--- src/rtl/gray_counter_if.sv ---
// Bundles the count enable and the registered count outputs of gray_counter.
// The counter takes the master side; the consumer/driver of enable takes the slave side.
interface gray_counter_if #(
    parameter int WIDTH = 8
);
    logic             enable;
    logic [WIDTH-1:0] gray_count;
    logic [WIDTH-1:0] binary_count;
    logic             terminal;

    modport master (
        input  enable,
        output gray_count,
        output binary_count,
        output terminal
    );

    modport slave (
        output enable,
        input  gray_count,
        input  binary_count,
        input  terminal
    );
endinterface

--- src/rtl/gray_counter.sv ---
// Enable-gated binary-reflected Gray up-counter; Gray, binary and terminal-count
// outputs all come straight from flops so exactly one Gray bit toggles per step.
module gray_counter #(
    parameter int WIDTH = 8
) (
    input  logic           clk,
    input  logic           reset,
    gray_counter_if.master bus
);

    if ((WIDTH < 2) || (WIDTH > 32)) begin : g_width_check
        $error("gray_counter: WIDTH must be within 2..32");
    end

    localparam logic [WIDTH-1:0] ZERO     = {WIDTH{1'b0}};
    localparam logic [WIDTH-1:0] ONE      = {{(WIDTH-1){1'b0}}, 1'b1};
    localparam logic [WIDTH-1:0] ALL_ONES = {WIDTH{1'b1}};

    function automatic logic [WIDTH-1:0] bin2gray(input logic [WIDTH-1:0] b);
        return b ^ (b >> 1);
    endfunction

    logic [WIDTH-1:0] bin_q,  bin_d;
    logic [WIDTH-1:0] gray_q, gray_d;
    logic             term_q, term_d;

    // Next-state: Gray and terminal are derived from the next binary value so
    // they land on the same edge as the binary count.
    always_comb begin
        bin_d  = bin_q;
        gray_d = gray_q;
        term_d = term_q;
        if (bus.enable) begin
            bin_d  = bin_q + ONE;
            gray_d = bin2gray(bin_d);
            term_d = (bin_d == ALL_ONES);
        end else begin
            bin_d  = bin_q;
            gray_d = gray_q;
            term_d = term_q;
        end
    end

    // State registers with synchronous active-low reset taking priority over enable.
    always_ff @(posedge clk) begin
        if (!reset) begin
            bin_q  <= ZERO;
            gray_q <= ZERO;
            term_q <= 1'b0;
        end else begin
            bin_q  <= bin_d;
            gray_q <= gray_d;
            term_q <= term_d;
        end
    end

    assign bus.gray_count   = gray_q;
    assign bus.binary_count = bin_q;
    assign bus.terminal     = term_q;

endmodule

--- src/flat_wrapper.sv ---
// flat-port wrapper written by rule: the top's interface ports become plain ports
module gray_counter_flat 
#(
    parameter int WIDTH = 8
)
  (clk, reset, bus_enable, bus_gray_count, bus_binary_count, bus_terminal);
  gray_counter_if #(.WIDTH(WIDTH)) bus_i ();
  input  logic clk;
  input  logic reset;
  input wire logic [$bits(bus_i.enable)-1:0] bus_enable;
  output wire logic [$bits(bus_i.gray_count)-1:0] bus_gray_count;
  output wire logic [$bits(bus_i.binary_count)-1:0] bus_binary_count;
  output wire logic [$bits(bus_i.terminal)-1:0] bus_terminal;
  assign bus_i.enable = bus_enable;
  assign bus_gray_count = bus_i.gray_count;
  assign bus_binary_count = bus_i.binary_count;
  assign bus_terminal = bus_i.terminal;
  gray_counter #(.WIDTH(WIDTH)) u_core (.clk(clk), .reset(reset), .bus(bus_i));
endmodule
--- config.mk ---
export PLATFORM = sky130hd
export DESIGN_NAME = gray_counter_flat
export DESIGN_NICKNAME = d
export VERILOG_FILES = /design/src/rtl/gray_counter_if.sv /design/src/rtl/gray_counter.sv /design/src/flat_wrapper.sv
export SDC_FILE = /design/constraint.sdc
export NUM_CORES = 1
export LEC_CHECK = 0
export ABC_AREA = 0
export BUFFER_PORTS_ARGS = -buffer_cell sky130_fd_sc_hd__buf_2
export CAP_MARGIN = 40
export CORE_UTILIZATION = 55
export CTS_CLUSTER_DIAMETER = 30
export DETAILED_ROUTE_END_ITERATION = 7
export PLACE_DENSITY = 0.85
export REMOVE_ABC_BUFFERS = 1
export SLEW_MARGIN = 20
export SYNTH_ARGS = -nofsm -noshare
export SYNTH_HDL_FRONTEND = slang
export SYNTH_SLANG_ARGS = --single-unit
--- constraint.sdc ---
create_clock -name clk -period 2.72 [get_ports clk]
set_clock_uncertainty 0.1 [all_clocks]
set_input_delay 0.272 -clock clk [delete_from_list [all_inputs] [get_ports clk]]
set_output_delay 0.272 -clock clk [all_outputs]
set_load 0.02 [all_outputs]
; Word-level counts from Yosys, hierarchy flattened
; Index checks and enable logic that the tools add are counted.
[word_totals]
register_bits = 17
inputBits = 3
[classes]
addsub = 1
n_eq_ne = 1
bitwise_logic = 1
[ops]
columns = op, n
row1 = 8-bit by 1-bit adder with 8-bit output (second input constant), 1
row2 = 8-bit equality test (second input constant), 1
row3 = 8-bit by 7-bit XOR with 8-bit output, 1

; Longest topological paths before layout
[logic_depth]
depth_word = 2
depth_mapped = 9
ltp_nobuf = 9

; Worst setup path after synthesis
; Ideal clock, no wire load.
[synth_timing]
kind = flip-flop to flip-flop
from = register u_core.bin_q[0] (netlist: u_core.bus.binary_count[0])
to = register u_core.gray_q[6] (netlist: u_core.bus.gray_count[6])
setup_time_ns = 0.116
t_arrival_ns = 1.757
required_ns = 2.504
path_slack_ns = 0.747
stages_incl_launch_ff = 8
path_buffers = 0
synth_period_minus_slack_ns = 1.973
cell_sequence = dfxtp_1 > ha_1 > nand3_2 > or3_4 > nand2_1 > ha_1 > mux2i_1 > nor2b_1
[synth_between]
elab_chain_cells = 2
[synth_lines]
columns = item, line_no
row1 = start: declaration, gray_counter.sv:23  ; logic [WIDTH-1:0] bin_q, bin_d;
row2 = start signal: assignment, gray_counter.sv:51  ; bin_q <= bin_d;
row3 = 8-bit by 1-bit adder with 8-bit output, gray_counter.sv:34  ; bin_d = bin_q + ONE;
row4 = 8-bit by 7-bit XOR with 8-bit output, gray_counter.sv:20  ; return b ^ (b >> 1);
row5 = end signal: assignment, gray_counter.sv:52  ; gray_q <= gray_d;
row6 = end: declaration, gray_counter.sv:24  ; logic [WIDTH-1:0] gray_q, gray_d;
; Every way passes these cells.
; A chain may end at the register's enable or synchronous reset.

; Final worst setup path
[layout_timing]
from = register u_core.bin_q[0] (netlist: u_core.bus.binary_count[0])
to = register u_core.term_q (netlist: u_core.bus.terminal)
[layout_between]
elab_chain_cells = 2
[layout_lines]
columns = item, line_no
row1 = 8-bit by 1-bit adder with 8-bit output, gray_counter.sv:34
row2 = 8-bit equality test, gray_counter.sv:36  ; term_d = (bin_d == ALL_ONES);
row3 = end signal: assignment, gray_counter.sv:53  ; term_q <= term_d;
row4 = end: declaration, gray_counter.sv:25  ; logic term_q, term_d;
; Every way passes these cells.

==> summary.txt <==
Logic synthesis
  – Mapped cell area: 882 um^2
  – Number of synthesized flops with an enable pin: 0
  – Yosys cell types: 31
  – Primary FF master, synth: dfxtp_1
  – Syn Inst Count: 99
  – Mean Syn Cell Area: 8.91 um^2
  – Sequential area share after synthesis: 0.363
  – Warnings from Yosys: 0
  – Synth async-reset ratio: 0
  – Yosys reg bits: 16

Worst setup path
  – Crit Path Max Fanout: 7
  – Critical path endpoint category: flip-flop
  – Critical Path Stages: 9
  – Worst-case reg-to-reg path depth: 9
  – R2r setup slk: 0.63 ns
  – Slowest CP cell: dfxtp_1
  – Crit Path Class: reg -> reg
  – Crit-path cells: ha_1, nand3_2, o21ai_0, nand2_1, ha_1, nand4_1, nor2_1, a21oi_1, nor2b_1
  – Top delay family on crit path: adder cells
  – WP data required: ~2.8 ns
  – Worst Setup SP: u_core.bus.binary_count[0]
  – Crit path DAT: 2.17 ns
  – Most frequent CP cell: ha_1
  – RR Startpoint: u_core.bus.binary_count[0]
  – Crit path buf inv count: 0
  – Critical Path Start Type: flip-flop
  – CP max stage delay: 0.48 ns
  – Worst R2R End: u_core.bus.terminal

Die
  – Core Rows: 14
  – Area of the die: 1770 um^2
  – Starting Density: 0.586
  – Core Footprint: 1510 um^2
  – Die span in x: between 40 and 50 um
  – I/O pins: 20
  – Die Height: 42.0 um

CTS
  – CTS resizes: 0
  – Clock Pin Slew Worst Setup and Hold Paths: 0.09 ns
  – TritonCTS buffer count: 3
  – CTS Sinks: 16
  – Clock Latency Late Sink: 0.28 ns
  – Max H-tree Level: 1
  – CTS tree: done
  – Postcts setup bufs: 0
  – Clk root buf: clkbuf_4
  – CTS Buffer Depth: 2
  – Hold buffer count at cts: 0

STA
  – Final hold vios: 0
  – Setup violators final: 0
  – Min Tclk post-route: 2.09 ns
  – RSZ-0062 raised after global routing: no
  – Final setup TNS: 0 ns
  – Max-slew violations: 0
  – Fmax: between 0.4 and 0.5 GHz
  – Final period util: 0.768
  – Slew at the pin with the worst max-slew slack: 0.358 ns
  – Relative slew slack: 0.759

Global route
  – GRT Total Usage: 0.192
  – Gr ovfl total: 0
  – First-pass GRT wire length: 2.59 mm
  – Initial antenna violation count: 0
  – Number of global-route vias before repair: around 640
  – Pin count of the biggest net entering global routing: 19

Routing
  – Vias/cell: 5.76
  – Vias after detailed routing: 749
  – DR iter-0 viols: 19
  – DRC viols: 0
  – Pre-Repair DR Iteration Count: 5
  – Average routed wire per standard cell: 12.4 um
  – Total Wirelength: 1.61 mm
  – Post-DRT Antenna Nets: 0

Worst hold path
  – Hold Path Depth: 3
  – Worst hold path type: in -> reg
  – Worst Hold Path EP: u_core.bus.gray_count[3]
  – Min-delay src: reset

Placed design
  – Gpl congestion: 0.784
  – HPWL Detailed: 1.16 mm
  – Port buffer count: 19
  – DP Area: 955 um^2

Pwr
  – Power Density: 444 nW/um^2
  – Pleak: 0.000460 uW
  – VDD IR max: 0.000356 V

Cells and area
  – Area delta synth->final: 10.8%
  – Final Cell Area: 977 um^2
  – Fillcell total: 136
  – Share of post-route cells with drive strength above 1: 0.219
  – Inserted Diodes: 0
  – Nets: 124

Run
  – # Max-Cap Violations: 0

Status
  – Outcome: finished clean
layout by cell type, fill, tap and decap left out, drive strengths merged, types with 2 or more instances in the layout:
cell / n
o21ai: 7
nor2: 3
inv: 3
a21boi: 3
ha: 5
xnor2: 6
nor2b: 4
or3: 5
a21oi: 2
nand2: 9
a31oi: 2
dfxtp: 16
o211a: 3
nand3: 2
and2: 5
xor2: 3
buf: 19
mux2i: 3
clkbuf: 3
nand4: 4
worst max-delay path by stage:
stage	end	slack, ns
6_report	u_core.bus.terminal	0.63
5_1_grt	u_core.bus.terminal	0.50
4_1_cts	u_core.bus.gray_count[6]	0.63
3_5_place_dp	u_core.bus.gray_count[6]	0.65
3_3_place_gp	u_core.bus.gray_count[6]	0.72
2_1_floorplan	u_core.bus.gray_count[6]	0.73
synthesized netlist by cell type (all sizes together) (4+ instances only):
library cell / number / share of area
o21ai: 7 / 0.040
and2: 5 / 0.035
nor2b: 4 / 0.028
dfxtp: 16 / 0.36
or3: 5 / 0.041
ha: 5 / 0.071
buf: 5 / 0.040
nand4: 4 / 0.028
xnor2: 6 / 0.060
nand2: 9 / 0.038
state kept, by name, indices dropped and copies added, names as in the netlist:
signal	count
u_core.bus.gray_count	8
u_core.bus.terminal	1
u_core.bus.binary_count	7
area by class of cell:
| type | count | area (um^2) | area share |
|---|---|---|---|
| clock buffers | 3 | 22.5 | 0.0230 |
| inverters | 3 | 11.3 | 0.0115 |
| multi-input cells | 73 | 508 | 0.520 |
| flip-flops and latches | 16 | 320 | 0.328 |
| well taps | 16 | 20.0 | 0.0205 |
| repair buffers | 19 | 95.1 | 0.0973 |
layer usage:
metal / wire, um / vias to the layer above / track usage
met5: 0 / - / 0
met4: 22 / 0 / 0.0938
met3: 65 / 4 / 0.0259
met2: 757 / 22 / 0.331
met1: 767 / 347 / 0.234
li1: - / 376 / -
cell families after synthesis:
kind of cell             Yosys count  synth area share
XOR/XNOR                           9            0.0894
flip-flops                        16             0.363
AO/OA/AOI/OAI                     21             0.159
multiplexers                       3            0.0340
adder cells (fa/ha/maj)            5            0.0709
buffers and inverters             10            0.0610
AND/OR/NAND/NOR                   35             0.223
worst min-delay path, cell delays in order:
cell	delay (ns)
buf_2	0.18
o21ai_0	0.10
a31oi_1	0.04
report_power, final:
part,total (uW),switching (uW),internal (uW)
Combinational,60.6,34.9,25.7
Clock,121,69.9,51.4
Sequential,252,9.08,243
per-stage QoR:
stage / util / cells / power (uW) / hold WS [ns] / worst slack, ns
6_report: 0.649 / 130 / 434 / 0.252 / 0.630
5_1_grt: 0.649 / 130 / 453 / 0.280 / 0.505
4_1_cts: 0.649 / 130 / 437 / 0.248 / 0.629
3_5_place_dp: 0.634 / 127 / 317 / 0.379 / 0.649
3_3_place_gp: 0.634 / 127 / 315 / 0.357 / 0.721
2_1_floorplan: - / 92 / 296 / 0.272 / 0.728
(Power assumes the default switching activity.)
